==> config.mk <==
export PLATFORM = sky130hd
export DESIGN_NAME = data_sync_mc
export DESIGN_NICKNAME = d
export VERILOG_FILES = /design/src/rtl/data_sync_mc.sv
export SDC_FILE = /design/constraint.sdc
export NUM_CORES = 1
export LEC_CHECK = 0
export CAP_MARGIN = 10
export CORE_UTILIZATION = 53
export CTS_CLUSTER_SIZE = 16
export DETAILED_ROUTE_END_ITERATION = 12
export PLACE_DENSITY = 0.81
export SYNTH_ARGS = -nofsm -noshare
export SYNTH_HDL_FRONTEND = slang
export SYNTH_SLANG_ARGS = --single-unit
==> constraint.sdc <==
create_clock -name CLK -period 4.1 [get_ports CLK]
set_input_delay 0.615 -clock CLK [delete_from_list [all_inputs] [get_ports CLK]]
set_output_delay 0.615 -clock CLK [all_outputs]
set_load 0.1 [all_outputs]
==> src/rtl/data_sync_mc.sv <==
// Multi-channel enable-qualified bus synchronizer.
// Each channel's enable crosses into CLK through a flop chain. A detected
// event captures that channel's bus, pulses enable_pulse and fills a
// one-entry holding buffer. Buffered words leave through a round-robin
// valid/ready port that keeps its choice stable while stalled. Dropped
// events set sticky overrun flags.
module data_sync_mc #(
  parameter int NUM_STAGES  = 2,
  parameter int BUS_WIDTH   = 8,
  parameter int NUM_CH      = 4,
  parameter int TOGGLE_MODE = 0,
  parameter int CH_W        = (NUM_CH > 1) ? $clog2(NUM_CH) : 1
) (
  input  logic                        CLK,
  input  logic                        RST,
  input  logic [NUM_CH*BUS_WIDTH-1:0] unsync_bus,
  input  logic [NUM_CH-1:0]           bus_enable,
  output logic [NUM_CH*BUS_WIDTH-1:0] sync_bus,
  output logic [NUM_CH-1:0]           enable_pulse,
  output logic                        out_valid,
  input  logic                        out_ready,
  output logic [BUS_WIDTH-1:0]        out_data,
  output logic [CH_W-1:0]             out_ch,
  output logic [NUM_CH-1:0]           overrun,
  input  logic                        clear_overrun
);

  // Stage NUM_STAGES-1 is the synchronized enable 's'.
  logic [NUM_STAGES-1:0][NUM_CH-1:0] sync_q;
  logic [NUM_CH-1:0]                 prev_q;
  logic [NUM_CH-1:0]                 sync_s;
  logic [NUM_CH-1:0]                 event_s;

  logic [NUM_CH-1:0][BUS_WIDTH-1:0]  hold_q;
  logic [NUM_CH-1:0]                 valid_q;

  logic [CH_W-1:0]                   rr_ptr_q;
  logic                              lock_q;
  logic [CH_W-1:0]                   lock_ch_q;

  logic [CH_W-1:0]                   pick_ch;
  logic [CH_W-1:0]                   sel_ch;
  logic [CH_W-1:0]                   next_ptr;
  logic                              accept;
  logic [NUM_CH-1:0]                 accept_vec;
  logic [NUM_CH-1:0]                 drop_s;

  assign sync_s  = sync_q[NUM_STAGES-1];
  assign event_s = (TOGGLE_MODE != 0) ? (sync_s ^ prev_q) : (sync_s & ~prev_q);

  // Enable synchronizer chain plus the pulse flop that remembers last 's'.
  // NOTE: sequential state uses non-blocking assignments so every flop
  // samples the pre-edge value of its neighbour, giving a true shift chain.
  always_ff @(posedge CLK) begin
    if (RST) begin
      sync_q <= '0;
      prev_q <= '0;
    end else begin
      sync_q <= {sync_q[NUM_STAGES-2:0], bus_enable};
      prev_q <= sync_s;
    end
  end

  // Round-robin search: first valid channel at or above rr_ptr, wrapping.
  // NOTE: combinational outputs get a default before any conditional
  // assignment so no path leaves them unassigned, which would infer a latch.
  always_comb begin
    logic [CH_W:0] idx;
    pick_ch = '0;
    idx     = '0;
    // Walk offsets from the far end so the nearest valid channel wins last.
    for (int k = NUM_CH - 1; k >= 0; k--) begin
      idx = {1'b0, rr_ptr_q} + (CH_W+1)'(k);
      if (idx >= (CH_W+1)'(NUM_CH)) idx = idx - (CH_W+1)'(NUM_CH);
      if (valid_q[idx[CH_W-1:0]]) pick_ch = idx[CH_W-1:0];
    end
  end

  // Output port: a stalled word stays locked to its channel until accepted.
  always_comb begin
    sel_ch     = lock_q ? lock_ch_q : pick_ch;
    out_valid  = |valid_q;
    out_ch     = out_valid ? sel_ch : '0;
    out_data   = out_valid ? hold_q[sel_ch] : '0;
    accept     = out_valid & out_ready;
    accept_vec = accept ? (NUM_CH'(1) << sel_ch) : '0;
    next_ptr   = (sel_ch == CH_W'(NUM_CH - 1)) ? '0 : sel_ch + 1'b1;
  end

  // An event on a full buffer that is not being drained this cycle is lost.
  assign drop_s = event_s & valid_q & ~accept_vec;

  // Capture, holding buffers and sticky overrun flags.
  // NOTE: the holding buffers are reset along with their valid bits so a
  // freshly reset block presents deterministic zeros everywhere.
  always_ff @(posedge CLK) begin
    if (RST) begin
      sync_bus     <= '0;
      enable_pulse <= '0;
      hold_q       <= '0;
      valid_q      <= '0;
      overrun      <= '0;
    end else begin
      enable_pulse <= event_s;
      // A new overrun in the same cycle as clear_overrun stays set.
      overrun      <= (clear_overrun ? '0 : overrun) | drop_s;
      for (int i = 0; i < NUM_CH; i++) begin
        if (event_s[i]) begin
          sync_bus[i*BUS_WIDTH +: BUS_WIDTH] <= unsync_bus[i*BUS_WIDTH +: BUS_WIDTH];
        end
        if (event_s[i] && (!valid_q[i] || accept_vec[i])) begin
          hold_q[i]  <= unsync_bus[i*BUS_WIDTH +: BUS_WIDTH];
          valid_q[i] <= 1'b1;
        end else if (accept_vec[i]) begin
          valid_q[i] <= 1'b0;
        end
      end
    end
  end

  // Arbiter state: advance the pointer on acceptance, lock while stalled.
  always_ff @(posedge CLK) begin
    if (RST) begin
      rr_ptr_q  <= '0;
      lock_q    <= 1'b0;
      lock_ch_q <= '0;
    end else if (accept) begin
      rr_ptr_q  <= next_ptr;
      lock_q    <= 1'b0;
    end else if (out_valid) begin
      lock_q    <= 1'b1;
      lock_ch_q <= sel_ch;
    end
  end

endmodule

* Word level (Yosys, flattened, before mapping)
Cells that the tools add are included.
** Storage, ports and cells
- Word-level logic and storage cells :: 98
- Register bits :: 93
- Output and inout port bits :: 51
** Cells by class
- Eq/ne operators :: 1
- Add/sub/neg operators :: 8
- Multiplexer cells :: 32
- Order comparisons :: 9
- Bitwise operators :: 8
- Shift-type cells :: 1
- Reductions and logical operators :: 19
** Operators with widths (number)
- $mux 2 :: 11
- $bmux 8 s2 :: 1
- $mux 8 :: 2
- $lt 2x3->1 const B :: 5
- $and 4x4->4 :: 3
- $mux 1 :: 12
- $ge 3x3->1 const B :: 3
- $bmux 1 s2 :: 4
- $mux 4 :: 2
- $not 4->4 :: 2
- $reduce_bool 2->1 :: 4
- $sub 2x1->2 const B :: 4
- $add 2x2->3 const B :: 2
- $logic_and 1x1->1 :: 4
- $logic_not 1->1 :: 4
- $logic_or 1x1->1 :: 4
- $or 4x4->4 :: 1
- $reduce_or 4->1 :: 1
- $shl 1x2->4 const A :: 1
- $add 2x1->3 const B :: 1
- $ge 2x3->1 const B :: 1
- $add 2x1->2 const B :: 1
- $eq 2x2->1 const B :: 1
- $reduce_and 2->1 :: 1
- other kinds (3) :: 3

* Longest topological paths before layout
- Depth in word-level cells :: 15
- Mapped depth :: 13
- Gate-level depth less buffers :: 10

* Least setup slack after synthesis
OpenSTA, ideal clock, no wires.
- Path type :: register to output
- From :: register valid_q[1]
- To :: output out_data[0]
- Required time :: 3485 ps
- Stages on the path, launching flop included :: 9
- Slack :: -379 ps
- Arrival time :: 3864 ps
- Path through :: dfxtp_1 -> buf_2 -> o211ai_1 -> a211o_1 -> o311ai_4 -> inv_2 -> clkbuf_1 -> nand2_1 -> a311oi_1
** Between the ends
- Longest elaborated chain between the ends :: 10
** Ends and longest elaborated chain
- start: declaration :: line 35 : logic [NUM_CH-1:0] valid_q;
- start signal: assignment :: line 101 : valid_q <= '0;
- start signal: indexed assignment :: line 113 : valid_q[i] <= 1'b1;
- start signal: indexed assignment :: line 115 : valid_q[i] <= 1'b0;
- $bmux 1 s2 :: line 75 : if (valid_q[idx[CH_W-1:0]]) pick_ch = idx[CH_W-1:0];
- $mux 1 (not written as such) :: line 75
- $mux 2 (4 in series) :: line 75
- $mux 2 :: line 81 : sel_ch = lock_q ? lock_ch_q : pick_ch;
- $bmux 8 s2 :: line 84 : out_data = out_valid ? hold_q[sel_ch] : '0;
- $mux 8 (not written as such) :: line 84
- $mux 8 * :: line 84
- end: declaration :: line 22 : output logic [BUS_WIDTH-1:0] out_data,
Every way passes the cells marked *; elsewhere a longest branch is shown, timed or not. The select of a mux whose other input is x is not followed.

* Worst setup path in the final report
- From :: register valid_q[1]
- To :: output out_data[6]
Same word-level chain as after synthesis.

==> summary.md <==
| Metric | Value |
|---|---|
| Status | `completed` |
| Clock Tree Root | `clkbuf_8` |
| Slew headroom | `34.29%` |
| Mapped Nets | `about 470` |
| Initial antenna violation count | `0` |
| Worst-case clock buffer depth | `2` |
| Synthesis Warnings | `0` |
| Count leader, synth | `nand2_1` |
| Multi-input gate area | `1813 um2` |
| Max Clock Skew | `11.46 ps` |
| DRC violations left | `0` |
| HPWL after DPL | `approximately 6.3 mm` |
| Crit path DAT | `3020 ps` |
| Largest family of logic cells by synthesized area | `simple AND/OR/NAND/NOR gates` |
| Max Freq | `0.2750 GHz` |
| Compound-Gate Fraction of Synth Area | `approximately 16%` |
| Critical path start-end classification | `register to primary output` |
| DR pass1 iterations | `4` |
| Slew Viols, Final | `0` |
| Row count | `30` |
| CTS tree | `built` |
| Total Neg Setup Slack | `0 ps` |
| Seq cells post-synth | `93` |
| Via Count | `3,209` |
| Synth unique cells | `40` |
| Placed Cells | `594` |
| Hold buffers post-CTS | `0` |
| Layout area overhead | `29.13%` |
| Worst setup margin | `463.0 ps` |
| Most instantiated cells after synthesis | `nand2_1, dfxtp_1, a21oi_1` |
| Adder-cell share of the synthesized area | `0.3287%` |
| CP startpoint kind | `register` |
| PD cells | `406.3 nW/um2` |
| Proportion of synthesized area in mux cells | `roughly 8.4%` |
| Routability cong. | `just over 0.8` |
| Setup WS pre-CTS | `836.2 ps` |
| Largest net degree at the start of global routing | `51` |
| Max incr delay on CP | `760 ps` |
| Mapped Cells | `432` |
| IO Count | `91` |
| Routed Antenna Nets | `0` |
| Worst Path Buf+Inv | `3` |
| Fillers | `556` |
| Final layout net count | `550` |
| Slew @ Worst Pin | `982.5 ps` |
| Peak VDD IR | `215.9 uV` |
| Yosys top cell area share | `roughly half` |
| WL/cell | `14.64 um` |
| H-tree levels | `3` |
| Xor/xnor share of the synthesized area | `0%` |
| Core box area | `6869 um2` |
| Max FO, Critical Path | `21` |
| Post-Syn Area per Cell | `about 8.8 um2` |
| Postcts setup bufs | `0` |
| Seq/Total Area, Yosys | `48.92%` |
| Die height | `86.75 um` |
| Vias in the first global route | `2,991` |
| Final min period | `~3600 ps` |
| Die W | `86.75 um` |
| Clock-pin slew on the worst setup and hold paths | `80 ps` |
| Critical Path, Cell by Cell | `inv_1, o21a_1, o311ai_4, inv_2, a211oi_1, a311oi_2, buf_4` |
| LEAKAGE | `1.824 nW` |
| Worst setup EP type | `primary output` |
| Starting DRT DRC Count | `167` |
| Initial Util | `55.41%` |
| Min-delay worst type | `register to register` |
| DR vias/cell | `about 5.3` |
| Crit share post-route | `88.71%` |
| RSZ-0062 raised after global routing | `no` |
| Global-route wire length before repair | `14.27 mm` |
| Share of synthesized cell area in and, or, nand and nor gates | `between 20 and 25%` |
| Ys flop type | `dfxtp_1` |
| Post-Syn Area | `between 3000 and 4000 um2` |
| Drt total wl | `roughly 8.9 mm` |
| Worst-Skew Late Latency | `360 ps` |
| Max Cap Viol | `0` |
| Port Buffers | `90` |
| Ys async rst share | `0%` |
| Final setup fails | `0` |
| Critical path's top delay family | `compound AO/OA/AOI/OAI gates` |
| Register Area | `1862 um2` |
| Fin cells | `609` |
| EDFF count, synth | `0` |
| Antenna Cells | `0` |
| Power, Total | `1.997 mW` |
| Critical-path top delay cell | `o311ai_4` |
| Final Hold Violating Endpoints | `0` |
| Overall routing resource usage | `24.67%` |
| Clock sinks | `93` |
| Total gr overflow | `0` |
| Req. time, crit path | `3480 ps` |
| Layout cell share with drive strength beyond 1 | `9.747%` |
| Cts bufs inserted | `9` |
| Synth area leaders | `dfxtp_1, nand2_1, mux2i_1` |
| Largest area contributor in the netlist | `dfxtp_1` |
| Die Area | `7525 um2` |
| Resize count post-CTS | `0` |
[cell usage in the layout, fill, tap and decap left out, types with 3 or more instances in the layout]
cell	netlist	layout
o21ai_0	3	3
nor2_1	20	20
clkinv_2	0	3
clkbuf_8	0	9
inv_1	4	4
clkdlybuf4s50_1	0	80
and2_1	8	8
nor2b_1	17	17
nand2b_1	5	5
o31ai_1	6	6
a211oi_1	9	9
nand2_1	133	133
buf_4	0	14
a311oi_2	3	8
mux2i_1	32	32
dfxtp_1	93	93
a21oi_1	39	39
[power breakdown]
part           leakage [nW]  internal, mW  switching [mW]
clock                0.0919         0.276           0.300
sequential            0.757         0.939          0.0280
combinational         0.975         0.133           0.321
[worst paths after layout]
check	start	to	slack, ps	cells past startpoint
worst min-delay path	sync_q[0]$_SDFF_PP0_	sync_s[0]$_SDFF_PP0_	440	1
worst max-delay path	valid_q[1]$_SDFFE_PP0P_	out_data[6]	460	7
worst max register to register	valid_q[1]$_SDFFE_PP0P_	hold_q[31]$_SDFFE_PP0P_	920	9
worst min register to register	sync_q[0]$_SDFF_PP0_	sync_s[0]$_SDFF_PP0_	440	1
[worst reg2reg max path, cell delays in order (launching register included)]
cell	delay (ps)
dfxtp_1	510
inv_1	100
o21a_1	140
o311ai_4	760
inv_2	400
ha_1	300
a21boi_0	280
nor2_1	260
mux2i_1	220
nor2_1	60
[cell type report]
class | count | area share, %
Sequential cell | 93 | 37.88
Inverter | 7 | 0.5855
Clock buffer | 10 | 2.597
Clock inverter | 5 | 1.069
Timing Repair Buffer | 95 | 18.53
Tap cell | 96 | 2.444
Multi-Input combinational cell | 303 | 36.89
[kinds of logic after synthesis]
family,count (synthesis)
flip-flops,93
AND/OR/NAND/NOR,189
AO/OA/AOI/OAI,81
multiplexers,32
adder cells (fa/ha/maj),1
buffers and inverters,36
[per-layer routing]
metal / vias to the layer above / global-route usage, % / share of wire (%)
met4: 0 / 9.091 / 1.6
met3: 14 / 4.190 / 4.6
met1: 1512 / 33.29 / 47
met5: - / 0 / 0
met2: 89 / 39.83 / 47
li1: 1594 / - / -
[stage by stage]
| step | area [um2] | util, % | hold slack, ps |
|---|---|---|---|
| 2_1_floorplan | 3837 | - | 413.8 |
| 3_3_place_gp | 4735 | 68.93 | 417.3 |
| 3_5_place_dp | 4735 | 68.93 | 423.9 |
| 4_1_cts | 4915 | 71.55 | 443.0 |
| 5_1_grt | 4915 | 71.55 | 467.1 |
| 6_report | 4915 | 71.55 | 438.1 |
[sequential cells by signal, indices dropped and copies added (netlist names)]
register	flops
lock_ch_q	2
rr_ptr_q	2
sync_q	4
enable_pulse	4
hold_q	32
valid_q	4
sync_s	4
lock_q	1
prev_q	4
sync_bus	32
overrun	4
No activity file was read; power rests on OpenSTA's default activity.
